### config.mk
export PLATFORM = sky130hd
export DESIGN_NAME = mac_seq
export DESIGN_NICKNAME = d
export VERILOG_FILES = /design/src/rtl/mac_seq.sv
export SDC_FILE = /design/constraint.sdc
export NUM_CORES = 1
export LEC_CHECK = 0
export ABC_AREA = 0
export BUFFER_PORTS_ARGS = -buffer_cell sky130_fd_sc_hd__buf_2
export CAP_MARGIN = 10
export CORE_MARGIN = 3
export CORE_UTILIZATION = 50
export CTS_CLUSTER_DIAMETER = 200
export DETAILED_ROUTE_END_ITERATION = 8
export GPL_TIMING_DRIVEN = 0
export PLACE_DENSITY = 0.72
export SLEW_MARGIN = 20
export SYNTH_ARGS = -nofsm -noshare
export SYNTH_HDL_FRONTEND = slang
export SYNTH_SLANG_ARGS = --single-unit
export TNS_END_PERCENT = 10
### constraint.sdc
create_clock -name clk -period 2.4 [get_ports clk]
set_input_delay 0 -clock clk [delete_from_list [all_inputs] [get_ports clk]]
set_output_delay 0 -clock clk [all_outputs]
set_load 0.05 [all_outputs]
### src/rtl/mac_seq.sv
// Sequential multiply-accumulate front end: queues operand pairs and issues them one at a time
// to an external shift-add multiplier. It sums the products per group and guards each wait with a watchdog.
module mac_seq #(
  parameter int DEPTH = 4,
  parameter int WDOG  = 16
) (
  input  logic        clk,
  input  logic        rst,
  input  logic        in_valid,
  output logic        in_ready,
  input  logic [3:0]  in_mplier,
  input  logic [3:0]  in_mcand,
  input  logic        in_last,
  output logic        mult_st,
  output logic [3:0]  mult_mplier,
  output logic [3:0]  mult_mcand,
  input  logic        mult_done,
  input  logic [7:0]  mult_result,
  output logic        out_valid,
  input  logic        out_ready,
  output logic [11:0] out_sum,
  output logic        out_ovf,
  output logic        err
);

  localparam int AW = $clog2(DEPTH);
  localparam int CW = AW + 1;
  localparam int WW = $clog2(WDOG + 1);

  typedef enum logic [1:0] {IDLE, START, WAIT, OUT} state_t;

  state_t          state_reg, state_next;
  logic [8:0]      mem [DEPTH];
  logic [AW-1:0]   wr_ptr_reg, rd_ptr_reg;
  logic [CW-1:0]   count_reg;
  logic            push, pop;
  logic [3:0]      mplier_reg, mcand_reg;
  logic            last_reg;
  logic [11:0]     sum_reg, sum_next;
  logic            ovf_reg, ovf_next;
  logic            err_reg, err_next;
  logic [WW-1:0]   wdog_reg, wdog_next;
  logic [12:0]     acc;

  assign in_ready    = (count_reg != CW'(DEPTH));
  assign push        = in_valid && in_ready;
  assign mult_st     = (state_reg == START);
  assign out_valid   = (state_reg == OUT);
  assign mult_mplier = mplier_reg;
  assign mult_mcand  = mcand_reg;
  assign out_sum     = sum_reg;
  assign out_ovf     = ovf_reg;
  assign err         = err_reg;

  // Storage array has no reset; only pointers and count define validity.
  always_ff @(posedge clk) begin
    if (push)
      mem[wr_ptr_reg] <= {in_mplier, in_mcand, in_last};
  end

  always_ff @(posedge clk) begin
    if (rst) begin
      wr_ptr_reg <= '0;
      rd_ptr_reg <= '0;
      count_reg  <= '0;
    end else begin
      if (push)
        wr_ptr_reg <= wr_ptr_reg + AW'(1);
      if (pop)
        rd_ptr_reg <= rd_ptr_reg + AW'(1);
      case ({push, pop})
        2'b10:   count_reg <= count_reg + CW'(1);
        2'b01:   count_reg <= count_reg - CW'(1);
        default: count_reg <= count_reg;
      endcase
    end
  end

  // Registered read of the FIFO head doubles as the operand hold register.
  always_ff @(posedge clk) begin
    if (rst) begin
      mplier_reg <= '0;
      mcand_reg  <= '0;
      last_reg   <= 1'b0;
    end else if (pop) begin
      {mplier_reg, mcand_reg, last_reg} <= mem[rd_ptr_reg];
    end
  end

  always_ff @(posedge clk) begin
    if (rst) begin
      state_reg <= IDLE;
      sum_reg   <= '0;
      ovf_reg   <= 1'b0;
      err_reg   <= 1'b0;
      wdog_reg  <= '0;
    end else begin
      state_reg <= state_next;
      sum_reg   <= sum_next;
      ovf_reg   <= ovf_next;
      err_reg   <= err_next;
      wdog_reg  <= wdog_next;
    end
  end

  always_comb begin
    state_next = state_reg;
    pop        = 1'b0;
    sum_next   = sum_reg;
    ovf_next   = ovf_reg;
    err_next   = err_reg;
    wdog_next  = wdog_reg;
    acc        = {1'b0, sum_reg} + {5'b0, mult_result};
    case (state_reg)
      IDLE: begin
        if (count_reg != '0) begin
          pop        = 1'b1;
          state_next = START;
        end
      end
      START: begin
        wdog_next  = '0;
        state_next = WAIT;
      end
      WAIT: begin
        // A completion on the final watchdog cycle still counts.
        if (mult_done) begin
          sum_next   = acc[11:0];
          ovf_next   = ovf_reg | acc[12];
          state_next = last_reg ? OUT : IDLE;
        end else if (wdog_reg == WW'(WDOG - 1)) begin
          err_next   = 1'b1;
          state_next = IDLE;
        end else begin
          wdog_next = wdog_reg + WW'(1);
        end
      end
      OUT: begin
        if (out_ready) begin
          sum_next   = '0;
          ovf_next   = 1'b0;
          state_next = IDLE;
        end
      end
      default: state_next = IDLE;
    endcase
  end

endmodule

==> out/qor.csv, run 1 <==
stage;metric;value;unit
outcome;run_status;finished, final reports clean;
floorplanning;core_area;6420;µm²
synth;synth_flop_cell;sky130_fd_sc_hd__dfxtp_1;
routing;drc;0;
pwr;powerDensity;1060;nW/µm²
global_routing;grt.busiest_layer;met2;
flow_run;maxCapViolations;0;
worst_setup_path;worst-path-buf-inv;5;
clock_tree;numClockSinks;73;
sta;relSlewSlack;50.0;%
floorplanning;fp.dieW;87.7;µm
routing;drt-wirelength-per-cell;14.0;µm
routing;antenna_left;0;
routing;wirelength;6190;µm
cells_and_area;layout_common_cells;48 x sky130_fd_sc_hd__buf_2, 36 x sky130_fd_sc_hd__nand2_1, 36 x sky130_fd_sc_hd__edfxtp_1;
sta;clock-skew-final;0.00750;ns
cells_and_area;flow.area_growth_from_synthesis;22.2;%
synth;synthCells;289;
global_routing;maximum_number_of_pins_on_one_net_before_global_route_repair;14;
cells_and_area;post_route_cells_drive_above_1_share;27.0;%
synth;synth.lib_cells_used.distinct;45;
worst_hold_path;hold_start;mult_done;
global_routing;globalRouteMet1Util;21.0;%
clock_tree;clk_transition_reported_paths;0.08;ns
synth;yosys_register_bits;73;
cells_and_area;largest_register_ff_count;36;
global_routing;global_route.usage.total;17.7;%
synth;netlist.top_cell.by_area;sky130_fd_sc_hd__edfxtp_1;
synth;synth.net_count;333;
worst_setup_path;timing.critical_path.slowest_cell_delay;0.39;ns
routing;number_of_iterations_in_the_first_detailed_routing_pass;4;
sta;final_hold_vio_count;0;
sta;fmaxAchievable;434;MHz
floorplanning;dieHeight;87.7;µm
worst_hold_path;hold_class;input pin to flop;
worst_setup_path;critPathArrivalTime;2.57;ns
global_routing;use_met2;30.6;%
clock_tree;max-clock-path-buffers;2;
worst_setup_path;r2r_end;count_reg[2]$_SDFFE_PP0P_;
sta;slew_violations;0;
routing;drt_first_iter_violations;54;
routing;routed_via_density;5.21;
global_routing;grt_pass1_vias;2224;
synth;post_synthesis_instance_area;3330;µm²
synth;post_synth_edffs;36;
worst_setup_path;timing.critical_path.slowest_stage_cell;sky130_fd_sc_hd__or3_4;
worst_setup_path;ff2ff_setup_slack;0.1;ns
floorplanning;io_pins;47;
floorplanning;std_cell_rows;29;
synth;share_of_the_yosys_chip_area_belonging_to_registers;54.6;%
place;hpwlAfterDp;4430;µm
sta;setup_viol;0;
clock_tree;cts_made_buffers;9;
sta;finalCriticalPeriod;2.30;ns
synth;synth-warning-count;0;
clock_tree;clock_latency;0.34;ns
cells_and_area;mostFrequentLayoutCell;sky130_fd_sc_hd__buf_2;
worst_setup_path;worst-endpoint-required;2.67;ns
worst_setup_path;worstRegToRegCells;12;
clock_tree;tritoncts_clock_tree;yes;
worst_hold_path;hold-path-cell-count;3;
worst_setup_path;worst-setup-path-type;flop to flop;
synth;synth-async-reset-ratio;0;%
worst_setup_path;crit_path_cell_trace;inv_2 -> ha_4 -> nand2b_1 -> buf_6 -> inv_4 -> buf_8 -> ha_2 -> inv_1 -> fa_1 -> xor2_1 -> or3_4 -> a21oi_2;
cells_and_area;finalNonFillerCells;443;
cells_and_area;num_antenna_cells;0;
worst_setup_path;reg2reg_from;state_reg[1]$_SDFFE_PP0P_;
clock_tree;cts_root_buffer;sky130_fd_sc_hd__clkbuf_8;
global_routing;global_route.usage.met3;5.55;%
synth;postSynthAreaPerCell;11.5;µm²
place;dp_cells;412;
cells_and_area;finalCoreUtilization;63.4;%
synth;ys_top_cells_by_area;sky130_fd_sc_hd__edfxtp_1 32%, sky130_fd_sc_hd__dfxtp_1 22%, sky130_fd_sc_hd__ha_1 7.5%;
floorplanning;initial_core_util;51.9;%
synth;synth_top_area_share;32.4;%
clock_tree;h-tree-depth;3;
global_routing;grt_pass1_wl;10200;µm
routing;number_of_vias_in_the_routed_layout;2309;
sta;whs;0.0184;ns
global_routing;initial_antenna_violation_count;0;
pwr;ir_worst_vdd;752;µV
place;port-buffer-count;46;
pwr;p_leak;1.68;nW
cells_and_area;fin_nets;405;
global_routing;grt_overflow;0;
pwr;fin_total_pwr;4.32;mW
sta;layout_worst_path_cycle_share;96.0;%
worst_setup_path;critical_path_peak_fanout;6;
floorplanning;floorplan.die_area;7690;µm²
place;gp_congestion;0.817;
worst_setup_path;worstSetupStartpointType;flop;
worst_setup_path;worst_setup_path_end_kind;flop;
worst_setup_path;worst_path_dominant_cell_family;adder cells;
sta;worst-slew-pin-transition;0.744;ns
worst_hold_path;hold_path_end;state_reg[0]$_SDFFE_PP0P_;
==> timing repair <==
item / CTS / global route
gates resized for setup: 8 / 11
hold buffers: 10 / 0
pin swaps: 0 / 1
buffers inserted: 0 / 5
hold endpoints to repair: 37 / 0
endpoints found under the setup margin: 1 / 1
==> per-layer routing <==
metal	routed length (µm)	up-vias
li1	-	1193
met1	2790	1074
met2	3110	40
met3	262	2
met4	29	0
met5	0	-
==> area by class of cell <==
type | count | area, µm²
Fill cell | 524 | 2350
Sequential cell | 73 | 1830
Multi-Input combinational cell | 193 | 1440
Timing Repair Buffer | 61 | 368
Clock buffer | 10 | 128
Tap cell | 77 | 96.3
Clock inverter | 6 | 91.3
Buffer | 10 | 72.6
Inverter | 13 | 53.8
==> worst max-delay path by stage <==
stage,startpoint,end,slack (ns),cells after the start
after floorplan,state_reg[0]$_SDFFE_PP0P_,count_reg[2]$_SDFFE_PP0P_,0.1,12
after global placement,state_reg[1]$_SDFFE_PP0P_,count_reg[2]$_SDFFE_PP0P_,-0.1,12
after detailed placement,state_reg[1]$_SDFFE_PP0P_,count_reg[2]$_SDFFE_PP0P_,-0.20,12
after CTS,state_reg[1]$_SDFFE_PP0P_,count_reg[2]$_SDFFE_PP0P_,0.02,12
after global routing,state_reg[1]$_SDFFE_PP0P_,count_reg[2]$_SDFFE_PP0P_,-0.00006,12
final,state_reg[1]$_SDFFE_PP0P_,count_reg[2]$_SDFFE_PP0P_,0.1,12
==> report_power, final <==
| part | internal [mW] | switching (mW) |
|---|---|---|
| clock network | 0.591 | 0.450 |
| logic | 0.651 | 1.01 |
| registers | 1.51 | 0.106 |
| total | 2.75 | 1.56 |
==> tightest hold or removal path, cell delays in order <==
cell                       delay [ns]
sky130_fd_sc_hd__buf_2           0.13
sky130_fd_sc_hd__nand3_1         0.10
sky130_fd_sc_hd__a311oi_1        0.08
==> kinds of logic (layout without fill, tap and decap cells) <==
kind of cell | count (synthesis) | count (layout) | share of synthesized area, %
DFF | 73 | 73 | 54.6
and+or+nand+nor | 95 | 95 | 13.5
AOI/OAI and AO/OA | 53 | 53 | 10.1
muxes | 11 | 11 | 6.72
xor gates and xnor gates | 12 | 12 | 3.15
adders and majority gates | 22 | 22 | 8.71
buffers and inverters | 23 | 100 | 3.11
==> metrics by stage <==
step	TNS, ns	worst slack [ns]	instance area [µm²]
after global routing	-0.0000597	-0.0000597	4070
after floorplan	0	0.0981	3340
final	0	0.0963	4070
after detailed placement	-0.195	-0.195	3670
after global placement	-0.0962	-0.0962	3670
after CTS	0	0.0198	4000
==> cell usage after synthesis, drive strengths merged, types with 2 or more instances <==
| master | count |
|---|---|
| nor3 | 5 |
| a21oi | 25 |
| fa | 2 |
| edfxtp | 36 |
| or3 | 2 |
| nor2b | 3 |
| mux4 | 9 |
| dfxtp | 37 |
| and2 | 3 |
| a21o | 8 |
| a31oi | 2 |
| inv | 13 |
| nand2 | 36 |
| xor2 | 6 |
| nand2b | 3 |
| clkbuf | 5 |
| nand4 | 3 |
| buf | 5 |
| a22o | 4 |
| and3 | 7 |
| a31o | 3 |
| nand3b | 2 |
| a221oi | 2 |
| nand3 | 6 |
| xnor2 | 6 |
| ha | 20 |
| nor2 | 22 |
| o21ai | 4 |
(Power assumes the default switching activity.)
==> run 2, diff against run 1 <==
==> constraint.sdc (replaced) <==
create_clock -name clk -period 2.4 [get_ports clk]
set_input_delay 0.24 -clock clk [delete_from_list [all_inputs] [get_ports clk]]
set_output_delay 0.24 -clock clk [all_outputs]
set_load 0.05 [all_outputs]
==> out/qor.csv, run 2 (same netlist as run 1, synthesis figures left out) <==
stage;metric;value;unit
outcome;run_status;finished, final reports clean;
floorplanning;core_area;6420;µm²
worst_hold_path;hold_class;input pin to flop;
worst_setup_path;critical_path_peak_fanout;6;
cells_and_area;stdcell_area;3970;µm²
place;placedInstanceArea;3670;µm²
cells_and_area;flow.area_growth_from_synthesis;19.2;%
cells_and_area;num_antenna_cells;0;
pwr;seq_power_share;37.6;%
global_routing;grt_pass1_wl;9950;µm
global_routing;initial_antenna_violation_count;0;
worst_setup_path;crit_path_cell_trace;inv_2 -> ha_4 -> nand2b_1 -> buf_6 -> inv_4 -> buf_8 -> ha_2 -> inv_1 -> fa_1 -> xor2_1 -> or3_4 -> a21oi_2;
worst_setup_path;critPathArrivalTime;2.57;ns
pwr;p_leak;1.64;nW
sta;finalCriticalPeriod;2.30;ns
routing;wirelength;6100;µm
cells_and_area;layout_common_cells;48 x sky130_fd_sc_hd__buf_2, 36 x sky130_fd_sc_hd__nand2_1, 36 x sky130_fd_sc_hd__edfxtp_1;
floorplanning;fp.dieW;87.7;µm
clock_tree;tritoncts_clock_tree;yes;
floorplanning;io_pins;47;
worst_setup_path;timing.critical_path.slowest_stage_cell;sky130_fd_sc_hd__or3_4;
sta;fmaxAchievable;434;MHz
flow_run;maxCapViolations;0;
clock_tree;cts_root_buffer;sky130_fd_sc_hd__clkbuf_8;
floorplanning;floorplan.die_area;7690;µm²
pwr;ir_worst_vdd;749;µV
global_routing;grt_pass1_vias;2140;
worst_setup_path;worst-setup-path-type;flop to flop;
cells_and_area;fin_nets;395;
sta;relSlewSlack;50.2;%
global_routing;global_route.usage.total;17.3;%
sta;slew_violations;0;
clock_tree;cts.hold.buffers_added;0;
cells_and_area;final.fill_count;529;
pwr;power.share.clock;24.2;%
sta;final_hold_vio_count;0;
place;port-buffer-count;46;
worst_setup_path;worst-path-buf-inv;5;
cells_and_area;mostFrequentLayoutCell;sky130_fd_sc_hd__buf_2;
clock_tree;clock_latency;0.34;ns
worst_setup_path;timing.critical_path.slowest_cell_delay;0.39;ns
pwr;cell_internal_pwr;2.74;mW
floorplanning;initial_core_util;51.9;%
sta;layout_worst_path_cycle_share;96.0;%
clock_tree;max-clock-path-buffers;2;
floorplanning;dieHeight;87.7;µm
worst_setup_path;worst-endpoint-required;2.67;ns
place;hpwlAfterDp;4430;µm
pwr;p_switching;1.56;mW
routing;antenna_left;0;
pwr;comb_power_share;38.3;%
clock_tree;h-tree-depth;3;
routing;drt_first_iter_violations;61;
routing;drc;0;
clock_tree;cts_made_buffers;9;
worst_setup_path;worst_setup_path_end_kind;flop;
routing;routed_via_density;5.25;
sta;worst-slew-pin-transition;0.742;ns
sta;clock-skew-final;0.00760;ns
routing;drt-wirelength-per-cell;14.1;µm
clock_tree;numClockSinks;73;
routing;number_of_iterations_in_the_first_detailed_routing_pass;4;
worst_setup_path;worst_path_dominant_cell_family;adder cells;
worst_setup_path;worstSetupStartpointType;flop;
pwr;powerDensity;1080;nW/µm²
floorplanning;std_cell_rows;29;
clock_tree;clk_transition_reported_paths;0.07;ns
cells_and_area;largest_register_ff_count;36;
sta;setup_viol;0;
global_routing;grt_overflow;0;
global_routing;maximum_number_of_pins_on_one_net_before_global_route_repair;14;
routing;number_of_vias_in_the_routed_layout;2272;
place;gp_congestion;0.817;
pwr;netSwitchingFraction;36.3;%
cells_and_area;post_route_cells_drive_above_1_share;27.8;%
pwr;fin_total_pwr;4.30;mW
## run 2: repair_timing
action                                  in CTS  in global routing
gates resized for setup                      8                 11
setup buffers                                0                  5
endpoints found under the setup margin       1                  1
pin swaps                                    0                  1
## run 2: power groups by stage
stage                     Clock (mW)  Sequential, mW  Combinational [mW]
after CTS                       1.07            1.61                1.50
after floorplan                    0            1.88               0.893
after detailed placement           0            1.64                1.46
final                           1.04            1.62                1.65
after global placement             0            1.63                1.44
after global routing            1.13            1.64                1.81
## run 2: cell type report
class	count	area, µm²	share of cell area, %
plain buffers	10	72.6	1.83
clock buffers	10	128	3.21
clock inverters	6	91.3	2.30
inverters	13	53.8	1.35
multi-input cells	193	1440	36.2
flip-flops and latches	73	1830	46.0
well taps	77	96.3	2.42
repair buffers	51	268	6.74
## run 2: worst reg2reg max path: cells and delay by family, from the launching register on
kind | cells | cell delay (ns)
adder cells (fa/ha/maj) | 3 | 0.68
XOR/XNOR | 1 | 0.16
buffers and inverters | 5 | 0.45
AND/OR/NAND/NOR | 2 | 0.46
AO/OA/AOI/OAI | 1 | 0.14
flip-flops | 1 | 0.35
## run 2: path summary, 6_finish.rpt
path                                                  start  slack (ns)  cells past startpoint                           to
worst max-delay path              state_reg[1]$_SDFFE_PP0P_         0.1                     12    count_reg[2]$_SDFFE_PP0P_
worst min-delay path                           in_mplier[2]        0.11                      1          mem[3][7]$_DFFE_PP_
worst max register to register    state_reg[1]$_SDFFE_PP0P_         0.1                     12    count_reg[2]$_SDFFE_PP0P_
worst min register to register  mult_mplier[2]$_SDFFE_PP0P_        0.46                      2  mult_mplier[2]$_SDFFE_PP0P_
## run 2: metrics by stage
stage / util [%] / worst slack [ns] / setup TNS, ns / hold WS [ns] / cells
final: 61.9 / 0.0963 / 0 / 0.109 / 433
after global routing: 61.9 / -0.0000597 / -0.0000597 / 0.0869 / 433
after CTS: 60.7 / 0.0198 / 0 / 0.0865 / 428
after detailed placement: 57.1 / -0.195 / -0.195 / 0.449 / 412
after global placement: 57.1 / -0.0962 / -0.0962 / 0.441 / 412
after floorplan: - / 0.0981 / 0 / 0.339 / 289
## run 2: routing by layer
metal / global-route usage, % / part of all wire, % / vias up
li1: - / - / 1174
met3: 5.64 / 4.5 / 2
met5: 0 / 0 / -
met4: 5.44 / 0.48 / 0
met2: 29.4 / 50 / 40
met1: 21.0 / 45 / 1056
==> run 3, diff against run 2 <==
--- a/config.mk
+++ b/config.mk
@@ -14,6 +14,7 @@
 export DETAILED_ROUTE_END_ITERATION = 8
 export GPL_TIMING_DRIVEN = 0
 export PLACE_DENSITY = 0.72
+export RECOVER_POWER = 100
 export SLEW_MARGIN = 20
 export SYNTH_ARGS = -nofsm -noshare
 export SYNTH_HDL_FRONTEND = slang
==> out/qor.csv, run 3 (same netlist as run 1, synthesis figures left out) <==
stage;metric;value;unit
outcome;run_status;finished, final reports clean;
routing;number_of_iterations_in_the_first_detailed_routing_pass;4;
sta;relSlewSlack;47.8;%
routing;drc;0;
floorplanning;io_pins;47;
cells_and_area;post_route_cells_drive_above_1_share;17.7;%
routing;drt-wirelength-per-cell;14.2;µm
clock_tree;cts_root_buffer;sky130_fd_sc_hd__clkbuf_8;
clock_tree;cts.hold.buffers_added;0;
cells_and_area;layout_common_cells;41 x sky130_fd_sc_hd__clkbuf_1, 36 x sky130_fd_sc_hd__nand2_1, 36 x sky130_fd_sc_hd__edfxtp_1;
worst_setup_path;crit_path_cell_trace;inv_2 -> ha_4 -> nand2b_1 -> buf_6 -> inv_4 -> buf_8 -> ha_2 -> inv_1 -> fa_1 -> xor2_1 -> or3_4 -> a21oi_2;
routing;routed_via_density;5.25;
worst_setup_path;critical_path_peak_fanout;6;
place;gp_congestion;0.817;
floorplanning;fp.dieW;87.7;µm
worst_setup_path;critPathArrivalTime;2.57;ns
sta;clock-skew-final;0.00846;ns
routing;number_of_vias_in_the_routed_layout;2273;
clock_tree;clock_latency;0.34;ns
pwr;ir_worst_vdd;750;µV
cells_and_area;largest_register_ff_count;36;
worst_hold_path;hold_class;input pin to flop;
global_routing;global_route.usage.total;17.3;%
global_routing;grt_overflow;0;
clock_tree;h-tree-depth;3;
pwr;p_leak;1.51;nW
cells_and_area;flow.area_growth_from_synthesis;17.8;%
worst_setup_path;worst_setup_path_end_kind;flop;
sta;setup_viol;0;
sta;worst-slew-pin-transition;0.783;ns
cells_and_area;finalNonFillerCells;433;
clock_tree;max-clock-path-buffers;2;
worst_setup_path;worst_path_dominant_cell_family;adder cells;
clock_tree;tritoncts_clock_tree;yes;
worst_setup_path;timing.critical_path.slowest_cell_delay;0.39;ns
worst_setup_path;worst-endpoint-required;2.67;ns
clock_tree;numClockSinks;73;
worst_setup_path;worstRegToRegCells;12;
floorplanning;std_cell_rows;29;
global_routing;grt_pass1_vias;2140;
cells_and_area;finalCoreUtilization;61.2;%
cells_and_area;mostFrequentLayoutCell;sky130_fd_sc_hd__clkbuf_1;
place;port-buffer-count;46;
floorplanning;floorplan.die_area;7690;µm²
worst_setup_path;timing.critical_path.slowest_stage_cell;sky130_fd_sc_hd__or3_4;
cells_and_area;multiInputGateArea;1440;µm²
worst_setup_path;worst-setup-path-type;flop to flop;
flow_run;maxCapViolations;0;
global_routing;initial_antenna_violation_count;0;
place;hpwlAfterDp;4430;µm
worst_setup_path;ff2ff_setup_slack;0.1;ns
worst_setup_path;number_of_stages_on_the_worst_setup_path;12;
sta;slew_violations;0;
routing;wirelength;6160;µm
worst_hold_path;hold-path-cell-count;1;
cells_and_area;final.fill_count;549;
place;dp_cells;412;
clock_tree;cts_made_buffers;9;
floorplanning;initial_core_util;51.9;%
global_routing;maximum_number_of_pins_on_one_net_before_global_route_repair;14;
worst_setup_path;worst-path-buf-inv;5;
pwr;powerDensity;1090;nW/µm²
clock_tree;clk_transition_reported_paths;0.07;ns
sta;total_negative_slack_for_setup_checks;0;ns
sta;final_hold_vio_count;0;
cells_and_area;fin_nets;395;
worst_setup_path;worstSetupStartpointType;flop;
floorplanning;core_area;6420;µm²
place;placedInstanceArea;3670;µm²
cells_and_area;ff_latch_area;1830;µm²
sta;fmaxAchievable;434;MHz
sta;finalCriticalPeriod;2.30;ns
routing;antenna_left;0;
global_routing;grt_pass1_wl;9950;µm
cells_and_area;stdcell_area;3930;µm²
floorplanning;dieHeight;87.7;µm
sta;layout_worst_path_cycle_share;96.0;%
cells_and_area;num_antenna_cells;0;
routing;drt_first_iter_violations;63;
==> run 3: layout make-up <==
cell class	count	share of cell area, %
clock buffer	10	3.25
sequential	73	46.5
buffer	10	1.78
timing repair buffer	51	5.73
tap	77	2.45
clock inverter	6	2.32
multi-input combinational	193	36.6
inverter	13	1.37
==> run 3: timing repair <==
item	CTS	global route
gates cloned	0	0
resized for setup	8	11
buffers inserted	0	5
endpoints found under the setup margin	1	1
pin swaps	0	1
==> run 3: path summary, 6_finish.rpt <==
check | startpoint | to
setup / recovery | state_reg[1]$_SDFFE_PP0P_ | count_reg[2]$_SDFFE_PP0P_
hold / removal | in_mplier[2] | mem[3][7]$_DFFE_PP_
hold reg to reg | mult_mplier[1]$_SDFFE_PP0P_ | mult_mplier[1]$_SDFFE_PP0P_
setup reg to reg | state_reg[1]$_SDFFE_PP0P_ | count_reg[2]$_SDFFE_PP0P_
==> run 3: power breakdown <==
group	switching (mW)	total, mW	internal (mW)
Combinational	1.01	1.62	0.609
Sequential	0.109	1.62	1.51
Clock	0.451	1.04	0.591
Total	1.57	4.28	2.71
==> run 3: layer usage <==
metal	up-vias	share of wire, %	global-route usage, %
met5	-	0	0
met2	40	50	29.4
met1	1059	45	21.0
met4	0	0.47	5.44
met3	2	4.8	5.64
li1	1172	-	-
==> run 3: metrics by stage <==
| step | hold slack [ns] | power, mW | worst slack (ns) |
|---|---|---|---|
| after CTS | 0.0865 | 4.19 | 0.0198 |
| after global placement | 0.441 | 3.07 | -0.0962 |
| after detailed placement | 0.449 | 3.10 | -0.195 |
| after global routing | 0.143 | 4.55 | -0.0000597 |
| after floorplan | 0.339 | 2.77 | 0.0981 |
| final | 0.149 | 4.28 | 0.0971 |
==> run 3: worst register-to-register path, delay by kind of cell (launching register included) <==
kind | cells | cell delay [ns]
AOI/OAI and AO/OA | 1 | 0.14
xor gates and xnor gates | 1 | 0.16
adders and majority gates | 3 | 0.68
buffers and inverters | 5 | 0.45
DFF | 1 | 0.35
and+or+nand+nor | 2 | 0.46
